`config.mk`:
```
export PLATFORM = sky130hd
export DESIGN_NAME = contador_param_flat
export DESIGN_NICKNAME = d
export VERILOG_FILES = /design/src/rtl/contador_pkg.sv /design/src/rtl/contador_param_if.sv /design/src/rtl/contador_next.sv /design/src/rtl/contador_param.sv /design/src/flat_wrapper.sv
export SDC_FILE = /design/constraint.sdc
export NUM_CORES = 1
export LEC_CHECK = 0
export BUFFER_PORTS_ARGS = -buffer_cell sky130_fd_sc_hd__buf_2
export CAP_MARGIN = 30
export CORE_MARGIN = 8
export CORE_UTILIZATION = 30
export CTS_CLUSTER_DIAMETER = 30
export DETAILED_ROUTE_END_ITERATION = 8
export PLACE_DENSITY_LB_ADDON = 0.25
export RECOVER_POWER = 50
export SLEW_MARGIN = 20
export SYNTH_ARGS = -nofsm -noshare
export SYNTH_HDL_FRONTEND = slang
export SYNTH_SLANG_ARGS = --single-unit
```
`constraint.sdc`:
```
create_clock -name clk -period 2.3 [get_ports clk]
set_clock_uncertainty 0.1 [all_clocks]
set_input_delay 0.46 -clock clk [delete_from_list [all_inputs] [get_ports clk]]
set_output_delay 0.46 -clock clk [all_outputs]
set_load 0.1 [all_outputs]
```
`src/rtl/contador_pkg.sv`:
```
//------------------------------------------------------------------------------
// Module : contador_pkg
// Brief  : Mode encodings shared by the counter RTL and its reference model.
// Rev    : 1.0 - initial release
//------------------------------------------------------------------------------
`default_nettype none

package contador_pkg;

    localparam logic [1:0] MODO_UP        = 2'b00;
    localparam logic [1:0] MODO_DOWN      = 2'b01;
    localparam logic [1:0] MODO_DOWN_STEP = 2'b10;
    localparam logic [1:0] MODO_LOAD      = 2'b11;

endpackage : contador_pkg

`default_nettype wire

```
`src/rtl/contador_param_if.sv`:
```
//------------------------------------------------------------------------------
// Module : contador_param_if
// Brief  : Control/data bundle of the parametrised counter.
// Rev    : 1.0 - initial release
//------------------------------------------------------------------------------
`default_nettype none

interface contador_param_if #(
    parameter int WIDTH = 4
) ();

    logic             enable;
    logic [1:0]       modo;
    logic [WIDTH-1:0] D;
    logic [WIDTH-1:0] Q;
    logic             rco;
    logic             valid;

    modport master (
        output enable, modo, D,
        input  Q, rco, valid
    );

    modport slave (
        input  enable, modo, D,
        output Q, rco, valid
    );

endinterface : contador_param_if

`default_nettype wire

```
`src/rtl/contador_next.sv`:
```
//------------------------------------------------------------------------------
// Module : contador_next
// Brief  : Next-state and carry/borrow logic of the counter (combinational).
//          Macro CONTADOR_SAT_EN selects saturating instead of wrapping.
// Rev    : 1.0 - initial release
//------------------------------------------------------------------------------
`default_nettype none

module contador_next
    import contador_pkg::*;
#(
    parameter int WIDTH = 4,
    parameter int STEP  = 3
) (
    input  wire logic [WIDTH-1:0] i_q,
    input  wire logic [1:0]       i_modo,
    input  wire logic [WIDTH-1:0] i_d,
    output      logic [WIDTH-1:0] o_q_next,
    output      logic             o_wrap
);

    localparam logic [WIDTH:0] c_ONE  = (WIDTH+1)'(1);
    localparam logic [WIDTH:0] c_STEP = (WIDTH+1)'(STEP);

    logic [WIDTH:0] w_q_ext;
    logic [WIDTH:0] w_res;

    // One extra bit holds the carry (up) or the borrow sign (down).
    always_comb begin
        w_q_ext  = {1'b0, i_q};
        w_res    = w_q_ext;
        o_wrap   = 1'b0;
        o_q_next = i_q;
        case (i_modo)
            MODO_UP:        w_res = w_q_ext + c_ONE;
            MODO_DOWN:      w_res = w_q_ext - c_ONE;
            MODO_DOWN_STEP: w_res = w_q_ext - c_STEP;
            MODO_LOAD:      w_res = {1'b0, i_d};
        endcase
        o_wrap = w_res[WIDTH];
`ifdef CONTADOR_SAT_EN
        if (o_wrap) begin
            o_q_next = (i_modo == MODO_UP) ? {WIDTH{1'b1}} : {WIDTH{1'b0}};
        end else begin
            o_q_next = w_res[WIDTH-1:0];
        end
`else
        o_q_next = w_res[WIDTH-1:0];
`endif
    end

endmodule : contador_next

`default_nettype wire

```
`src/rtl/contador_param.sv`:
```
//------------------------------------------------------------------------------
// Module : contador_param
// Brief  : Parametrised up/down/step/load counter with registered rco/valid.
//          Optional saturation via macro CONTADOR_SAT_EN.
// Rev    : 1.0 - initial release
//------------------------------------------------------------------------------
`default_nettype none

module contador_param
    import contador_pkg::*;
#(
    parameter int WIDTH = 4,
    parameter int STEP  = 3
) (
    input  wire logic         clk,
    input  wire logic         reset_L,
    contador_param_if.slave   bus
);

    logic [WIDTH-1:0] r_q;
    logic             r_rco;
    logic             r_valid;

    logic [WIDTH-1:0] w_q_next;
    logic             w_wrap;

    contador_next #(
        .WIDTH (WIDTH),
        .STEP  (STEP)
    ) u_next (
        .i_q      (r_q),
        .i_modo   (bus.modo),
        .i_d      (bus.D),
        .o_q_next (w_q_next),
        .o_wrap   (w_wrap)
    );

    always_ff @(posedge clk) begin
        if (!reset_L) begin
            r_q     <= '0;
            r_rco   <= 1'b0;
            r_valid <= 1'b0;
        end else if (bus.enable) begin
            r_q     <= w_q_next;
            r_rco   <= w_wrap;
            r_valid <= 1'b1;
        end else begin
            // Hold: rco is a pulse, so it drops while idle.
            r_rco   <= 1'b0;
        end
    end

    assign bus.Q     = r_q;
    assign bus.rco   = r_rco;
    assign bus.valid = r_valid;

endmodule : contador_param

`default_nettype wire

```
`src/flat_wrapper.sv`:
```
// flat-port wrapper written by rule: the top's interface ports become plain ports
module contador_param_flat import contador_pkg::*;
#(
    parameter int WIDTH = 4,
    parameter int STEP  = 3
)
  (clk, reset_L, bus_enable, bus_modo, bus_D, bus_Q, bus_rco, bus_valid);
  contador_param_if #(.WIDTH(WIDTH)) bus_i ();
  input  wire logic clk;
  input  wire logic reset_L;
  input wire logic [$bits(bus_i.enable)-1:0] bus_enable;
  input wire logic [$bits(bus_i.modo)-1:0] bus_modo;
  input wire logic [$bits(bus_i.D)-1:0] bus_D;
  output wire logic [$bits(bus_i.Q)-1:0] bus_Q;
  output wire logic [$bits(bus_i.rco)-1:0] bus_rco;
  output wire logic [$bits(bus_i.valid)-1:0] bus_valid;
  assign bus_i.enable = bus_enable;
  assign bus_i.modo = bus_modo;
  assign bus_i.D = bus_D;
  assign bus_Q = bus_i.Q;
  assign bus_rco = bus_i.rco;
  assign bus_valid = bus_i.valid;
  contador_param #(.WIDTH(WIDTH), .STEP(STEP)) u_core (.clk(clk), .reset_L(reset_L), .bus(bus_i));
endmodule
```
==> impl_results.md, run 1 <==
* Status: complete, no violations
* Top layer in use: met4
* Cell area after synthesis at approximately 410 µm²
* Mapped Nets at 59
* Post-synth top flop: dfxtp_1
* DRT Wirelength at 885 µm
* Worst setup margin at 0.276 ns
* First-pass GRT wire length at about 1500 µm
* GR Util All Layers at 7.15%
* Asr flop ratio synth at 0%
* I/O pin count at 15
* Crit-path max cell delay at 0.87 ns
* Initial drt markers at 3
* Via/cell ratio at between 5 and 6
* Vias in the first global route at 370
* Simple-Gate Fraction of Synth Area at 17.4%
* Final RePlAce weighted congestion at 0.776
* CP top delay family: buffers and inverters
* DRC viols at 0
* Top cells by area, synth: dfxtp_1 (29%), ha_1 (15%), o211a_1 (7.3%)
* Slew of the pin with the lowest slew margin at around 1.2 ns
* Net switching power at 150 µW
* # rows at 13
* Avg Inst Size Synth at 9.33 µm²
* Period Utilization, post-route at 88.0%
* Adder-cell share of the synthesized area at 20.1%
* Critical Path RT at roughly 1.7 ns
* #FFs+latches synth at 6
* Power density cells at roughly 720 nW/µm²
* Post-synth EDFFs at 0
* Worst vdd ir at approximately 0.25 mV
* Area delta synth->final at 23.8%
* Initial antenna violation count at 0
* Largest family of logic cells by synthesized area: compound AO/OA/AOI/OAI gates
* WP buf/inv at 1
* Fin. Hold Viols at 0
* Share of the synthesized area in the top cell type at 29.3%
* Switching share of total power at between 40 and 50%
* Max transition margin at 22.4%
* CP Launch Type: flip-flop
* CTS Hold Bufs at 0
* Chip width at 53.0 µm
* Compound-gate portion of the synthesized area at 25.6%
* Netlist cell types at 22
* Clk Latency, worst-skew pair at about 0.25 ns
* Antenna Nets Post-Route at 0
* CP Cell Sequence: clkbuf_1
* Flop pwr share at 33.3%
* Sequential cell area fraction in the yosys report at 29.3%
* Logic pwr share at 39.6%
* Critical-path top delay cell: clkbuf_1
* Pleak at 0.000254 µW
* CTS buffer count at 3
* Hold crit path type: flip-flop to flip-flop
* Die ar. at 2810 µm²
* RSZ-0062 raised after global routing: false
* Final nets at between 70 and 80
* Clk sinks at 6
* DRT Pass-1 Iters at 3
* Setup TNS at 0 ns
* Total gr overflow at 0
* Initial Util at 31.9%
* Final setup violation count at 0
* Commonest non-fill, non-tap cell in the layout: buf_2
* # H-tree levels at 1
* CTS tree: done
* Core Region at 1280 µm²
* Via count at 372
* Most frequent cells in the layout: buf_2 (8), inv_1 (6), clkbuf_1 (6)
* Fillers at 152
* Power share of the clock group at between 20 and 30%
* DR WL met3 at 72 µm
* Yosys warnings at 0
* Crit end category: output port
* Min Tclk post-route at a little over 2 ns
* Setup Buffers After CTS at 0
* Critical Path AT at roughly 1.5 ns
* Ant diodes at 0
* Met1 wire length at about 380 µm
* Clk buf depth at 2
* Pre-CTS setup slack at 0.133 ns
* FMAX at just under 500 MHz
* Die H at 53.0 µm
* Max-cap violations at 0
* CP max FO at 5
* Clock-pin slew on the worst setup and hold paths at roughly 0.04 ns
* CTS resizes at 0
* WS Path Type: flip-flop to output port
* Internal at 215 µW
* Yosys top cell by area: dfxtp_1
* Cells after Synth at 44
* Layout cells sized above 1 at 25.4%
* Fin. max-slew vios at 0
* Mux contribution to synthesized area at 0%
* Root Buffer: clkbuf_4
* Routed met2 length at 414 µm
* Xor/xnor share of the synthesized area at 0%
* Pin count of the biggest net entering global routing at 13
* PortBufs at 14
* WL/cell at 12.0 µm
routing by layer:
metal  vias up  GRT usage [%]
met5         -              0
met4         0           5.17
met3         2           2.80
met2        10           11.9
met1       169           7.01
li1        191              -
power groups by stage:
stage	sequential (µW)	combinational, µW	clock [µW]
after detailed placement	124	149	0
after global placement	123	146	0
after CTS	122	149	103
after floorplan	190	53.5	0
final	121	145	99.0
after global routing	123	156	113
cell usage after synthesis (2+ instances only):
cell	number
o211a_1	3
o211ai_1	2
a21oi_1	2
ha_1	5
o21a_1	2
dfxtp_1	6
inv_1	6
o21ai_0	2
nand2_1	3
metrics by stage:
| step | hold WS (ns) | cell area, µm² | total power, µW | std cells | utilization (%) |
|---|---|---|---|---|---|
| 2_1_floorplan | 0.478 | 413 | 243 | 44 | - |
| 3_3_place_gp | 0.343 | 493 | 270 | 71 | 38.4 |
| 3_5_place_dp | 0.348 | 493 | 272 | 71 | 38.4 |
| 4_1_cts | 0.358 | 515 | 373 | 74 | 40.1 |
| 5_1_grt | 0.407 | 508 | 392 | 74 | 39.5 |
| 6_report | 0.360 | 508 | 365 | 74 | 39.5 |
flip-flops by register name, indices dropped and copies added, names as in the netlist:
name              count
u_core.bus.Q          4
u_core.bus.rco        1
u_core.bus.valid      1
area by class of cell:
class,instances,area [µm²],share of cell area [%]
clock buffer,3,22.5,4.43
inverter,6,22.5,4.43
multi-input combinational,30,259,51.0
sequential,6,123,24.1
tap,15,18.8,3.69
timing repair buffer,14,62.6,12.3
final timing paths:
| kind | startpoint | endpoint | slack, ns | cells after the start |
|---|---|---|---|---|
| worst max-delay path | u_core.bus.Q[0] | bus_Q[0] | 0.28 | 1 |
| worst min register to register | u_core.bus.valid | u_core.bus.valid | 0.36 | 1 |
| worst min-delay path | u_core.bus.valid | u_core.bus.valid | 0.36 | 1 |
| worst max register to register | u_core.bus.Q[0] | u_core.bus.Q[2] | 0.55 | 5 |
cell families after synthesis:
group / count (synthesis)
flip-flops: 6
AO/OA/AOI/OAI: 14
adder cells (fa/ha/maj): 6
buffers and inverters: 8
AND/OR/NAND/NOR: 10
Power figures use the tool's default switching activity.
==> run 2, diff against run 1 <==
--- a/config.mk
+++ b/config.mk
@@ -5,7 +5,7 @@
 export SDC_FILE = /design/constraint.sdc
 export NUM_CORES = 1
 export LEC_CHECK = 0
-export BUFFER_PORTS_ARGS = -buffer_cell sky130_fd_sc_hd__buf_2
+export BUFFER_PORTS_ARGS = -buffer_cell sky130_fd_sc_hd__buf_4
 export CAP_MARGIN = 30
 export CORE_MARGIN = 8
 export CORE_UTILIZATION = 30
@@ -13,6 +13,7 @@
 export DETAILED_ROUTE_END_ITERATION = 8
 export PLACE_DENSITY_LB_ADDON = 0.25
 export RECOVER_POWER = 50
+export REMOVE_ABC_BUFFERS = 1
 export SLEW_MARGIN = 20
 export SYNTH_ARGS = -nofsm -noshare
 export SYNTH_HDL_FRONTEND = slang
==> run 2 against run 1 <==
  * Flip-flop and latch count is the same
  * Sequential share of layout area shrank 1.4 points
  * Sequential power is essentially flat
  * Critical path depth is the same
  * Combinational power grew 3%
  * Via count grew 1.1%
  * Setup slack gained 0.054 ns
  * Design area grew 4.2%
  * First-iteration DRC count grew 67%
  * Hold slack is essentially flat
==> impl_results.md, run 2 (same netlist as run 1, synthesis figures left out) <==
* Overall Power at 371 µW
* Die H at approximately 53 µm
* Total gr overflow at 0
* Chip width at between 50 and 60 µm
* Commonest non-fill, non-tap cell in the layout: buf_4
* Vias in the first global route at 337
* Pre-CTS setup slack at 0.144 ns
* CP Launch Type: flip-flop
* Initial Util at 31.9%
* Max transition margin at 22.3%
* CP Cell Sequence: clkbuf_1
* CTS buffer count at 3
* Worst setup margin at 0.330 ns
* DRT Pass-1 Iters at 3
* Antenna Nets Post-Route at 0
* Switching share of total power at 40.8%
* CP top delay family: buffers and inverters
* Internal at 220 µW
* CTS resizes at 0
* Pin count of the biggest net entering global routing at 13
* Power share of the clock group at 27.2%
* Flop pwr share at 32.5%
* Crit-path max cell delay at 0.86 ns
* Status: complete, no violations
* Placed cell areas at 526 µm²
* Clk sinks at 6
* Design area at 529 µm²
* Crit end category: output port
* Period Utilization, post-route at 85.6%
* Layout cells sized above 1 at between 20 and 30%
* Logic pwr share at between 40% and 50%
* Fin. max-slew vios at 0
* Setup Buffers After CTS at 0
* Core Region at 1280 µm²
* GR Util All Layers at 7.74%
* FMAX at 508 MHz
* Power density cells at 702 nW/µm²
* First-pass GRT wire length at 1500 µm
* Min Tclk post-route at just under 2 ns
* Clk buf depth at 2
* WS Path Type: flip-flop to output port
* DRT Wirelength at just over 900 µm
* Initial antenna violation count at 0
* WL/cell at 12.2 µm
* Die ar. at roughly 2800 µm²
* CTS tree: done
* Max-cap violations at 0
* DP HPWL at 700 µm
* CP max FO at 1
* DRC viols at 0
* Critical-path top delay cell: clkbuf_1
* Critical Path AT at roughly 1.4 ns
* Ant diodes at 0
* Most frequent cells in the layout: buf_4 (8), inv_1 (6), dfxtp_1 (6)
* Clock-pin slew on the worst setup and hold paths at 0.05 ns
* Critical Path RT at 1.74 ns
* PortBufs at 14
* Max reg flops at 4
* Final RePlAce weighted congestion at 0.725
* I/O pin count at 15
* Clk Latency, worst-skew pair at around 0.25 ns
* Fin. Hold Viols at 0
* Slew of the pin with the lowest slew margin at 1.17 ns
* Net switching power at 152 µW
* Utilization after layout at about two fifths
* WP buf/inv at 1
* Via/cell ratio at 5.08
* Area delta synth->final at 29.0%
* Final setup violation count at 0
* Final nets at 76
* Hold crit path type: flip-flop to flip-flop
* RSZ-0062 raised after global routing: false
* Root Buffer: clkbuf_4
* CTS Hold Bufs at 0
* Pleak at 0.000268 µW
* Via count at between 300 and 400
* Initial drt markers at 5
* Worst vdd ir at 0.278 mV
* # rows at 13
* # H-tree levels at 1
-- run 2: cell counts in the layout (fill, tap and decap cells not counted) --
No cell type changed its count.
-- run 2: routing by layer --
layer / global-route usage (%) / up-vias / wire [µm]
met5: 0 / - / 0
met4: 10.3 / 0 / 50
met3: 2.52 / 5 / 59
met2: 10.7 / 10 / 420
met1: 7.89 / 168 / 376
li1: - / 193 / -
-- run 2: through the flow --
stage          TNS (ns)  instances  hold WS (ns)
2_1_floorplan    -0.135         42         0.470
3_3_place_gp          0         71         0.348
3_5_place_dp          0         71         0.356
4_1_cts               0         74         0.366
5_1_grt               0         74         0.373
6_report              0         74         0.360
-- run 2: path summary, 6_finish.rpt --
path | from | end | slack [ns] | cells after the start
max | u_core.bus.rco | bus_rco | 0.33 | 1
min | u_core.bus.valid | u_core.bus.valid | 0.36 | 1
max reg2reg | u_core.bus.Q[0] | u_core.bus.Q[2] | 0.50 | 5
min reg2reg | u_core.bus.valid | u_core.bus.valid | 0.36 | 1
-- run 2: power groups by stage --
stage	sequential [µW]	combinational (µW)	clock [µW]
floorplan	189	51.4	0
global placement	123	156	0
detailed placement	123	157	0
CTS	121	157	107
global route	123	163	113
finish	121	150	101
-- run 2: cell type report --
class | instances | area (µm²)
Sequential cell | 6 | 120
Timing Repair Buffer | 14 | 86.3
Tap cell | 15 | 18.8
Fill cell | 137 | 756
Multi-Input combinational cell | 30 | 259
Clock buffer | 3 | 22.5
Inverter | 6 | 22.5
==> run 3, diff against run 2 <==
--- a/config.mk
+++ b/config.mk
@@ -7,10 +7,10 @@
 export LEC_CHECK = 0
 export BUFFER_PORTS_ARGS = -buffer_cell sky130_fd_sc_hd__buf_4
 export CAP_MARGIN = 30
-export CORE_MARGIN = 8
-export CORE_UTILIZATION = 30
+export CORE_AREA = 8 8 45 47
 export CTS_CLUSTER_DIAMETER = 30
 export DETAILED_ROUTE_END_ITERATION = 8
+export DIE_AREA = 0 0 53 55
 export PLACE_DENSITY_LB_ADDON = 0.25
 export RECOVER_POWER = 50
 export REMOVE_ABC_BUFFERS = 1
==> run 3 against run 2 <==
  * Register-to-register slack about the same
  * Sequential power about the same
  * Power down 1.0%
  * Combinational power about the same
  * Clock power down 4%
  * First-iteration DRC count down 40%
  * Flip-flop and latch count unchanged
  * Wire length down 0.44%
  * Core utilization down 2.9 points
  * Via count down 0.27%
  * Critical path type unchanged
==> impl_results.md, run 3 (same netlist as run 1, synthesis figures left out) <==
* GR Util All Layers at 7.40%
* Ant diodes at 0
* Overall Power at approximately 370 µW
* Fin. Hold Viols at 0
* DRT Pass-1 Iters at 3
* Fin. max-slew vios at 0
* Switching share of total power at 40.4%
* Fillers at ~150
* CP Cell Sequence: clkbuf_1
* CP top delay family: buffers and inverters
* DRC viols at 0
* Critical Path AT at about 1.4 ns
* Met1 usage at 7.96%
* Worst vdd ir at around 0.25 mV
* Critical Path RT at 1.74 ns
* Worst setup margin at 0.315 ns
* GR Util met3 at 2.41%
* Initial antenna violation count at 0
* WL/cell at 12.0 µm
* Max reg flops at 4
* Antenna Nets Post-Route at 0
* Min Tclk post-route at between 1.5 and 2 ns
* Clock-pin slew on the worst setup and hold paths at ~0.040 ns
* Met2 Use GR at 11.5%
* FMAX at around 500 MHz
* Final nets at 76
* DRT Wirelength at 902 µm
* I/O pin count at 15
* Power share of the clock group at 26.4%
* Initial drt markers at 3
* Max-cap violations at 0
* Critical-path top delay cell: clkbuf_1
* Pre-CTS setup slack at 0.139 ns
* Period Utilization, post-route at 86.3%
* Die ar. at 2920 µm²
* Clk sinks at 6
* Flop pwr share at 33.0%
* Power density cells at 695 nW/µm²
* Pleak at 0.000265 µW
* Vias in the first global route at 372
* Pin count of the biggest net entering global routing at 13
* Area delta synth->final at 29.0%
* WS Path Type: flip-flop to output port
* CP Launch Type: flip-flop
* Total gr overflow at 0
* CP max FO at 2
* RSZ-0062 raised after global routing: false
* Status: complete, no violations
* Clk buf depth at 2
* # H-tree levels at 1
* Final RePlAce weighted congestion at 0.722
* Hold crit path type: flip-flop to flip-flop
* Via/cell ratio at 5.00
* Core Region at 1380 µm²
* Internal at about 220 µW
* Worst hold slack at about 0.36 ns
* Net switching power at 148 µW
* Initial Util at 29.7%
* Crit-path max cell delay at 0.86 ns
* Max transition margin at 22.3%
* Final setup violation count at 0
* PortBufs at 14
* First-pass GRT wire length at 1620 µm
* Layout cells sized above 1 at 25.4%
* Crit end category: output port
* Setup Buffers After CTS at 0
* Slew of the pin with the lowest slew margin at 1.17 ns
* Clk Latency, worst-skew pair at 0.24 ns
* CTS buffer count at 3
* CTS Hold Bufs at 0
* Root Buffer: clkbuf_4
* CTS tree: done
* GRT busiest layer: met2
* Most frequent cells in the layout: buf_4 (8), inv_1 (6), dfxtp_1 (6)
* CTS resizes at 0
* WP buf/inv at 1
* # rows at 14
* Logic pwr share at 40.6%
* Commonest non-fill, non-tap cell in the layout: buf_4
* DP HPWL at 728 µm
* Die H at 55 µm
* Via count at 375
* Chip width at 53 µm
==> run 3: cell counts in the layout (fill, tap and decap cells not counted) <==
No cell type changed its count.
==> run 3: power groups by stage <==
| stage | registers [µW] | clock network [µW] | logic [µW] |
|---|---|---|---|
| CTS | 121 | 101 | 157 |
| detailed placement | 123 | 0 | 157 |
| finish | 121 | 97.1 | 149 |
| global route | 123 | 107 | 163 |
| floorplan | 189 | 0 | 51.4 |
| global placement | 123 | 0 | 156 |
==> run 3: worst paths after layout <==
path / start / endpoint / slack (ns) / cells after the start
worst max-delay path: u_core.bus.valid / bus_valid / 0.32 / 1
worst min-delay path: u_core.bus.valid / u_core.bus.valid / 0.36 / 1
worst max register to register: u_core.bus.Q[0] / u_core.bus.Q[2] / 0.49 / 5
worst min register to register: u_core.bus.valid / u_core.bus.valid / 0.36 / 1
==> run 3: cell type report <==
type                            count  area (µm²)  share of cell area (%)
Clock buffer                        3        22.5                    4.26
Sequential cell                     6         120                    22.7
Timing Repair Buffer               14        85.1                    16.1
Tap cell                           16        20.0                    3.78
Inverter                            6        22.5                    4.26
Multi-Input combinational cell     30         259                    48.9
==> run 3: worst reg2reg max path, delay by kind of cell (launching register included) <==
| kind | cells | cell delay (ns) |
|---|---|---|
| compound gates | 2 | 0.50 |
| fa+ha+maj | 1 | 0.48 |
| buf+inv | 1 | 0.08 |
| flops | 1 | 0.39 |
| simple gates | 1 | 0.22 |
==> run 3: per-layer routing <==
layer / part of all wire, % / vias to the layer above
li1: - / 190
met1: 41 / 171
met2: 47 / 10
met3: 7.5 / 4
met4: 3.8 / 0
met5: 0 / -
==> run 3: metrics by stage <==
step	cells	setup TNS (ns)	utilization, %	instance area [µm²]
after floorplan	42	-0.135	-	402
after global placement	72	0	38.1	527
after detailed placement	72	0	38.1	527
after CTS	75	0	39.7	549
after global routing	75	0	38.2	529
final	75	0	38.2	529
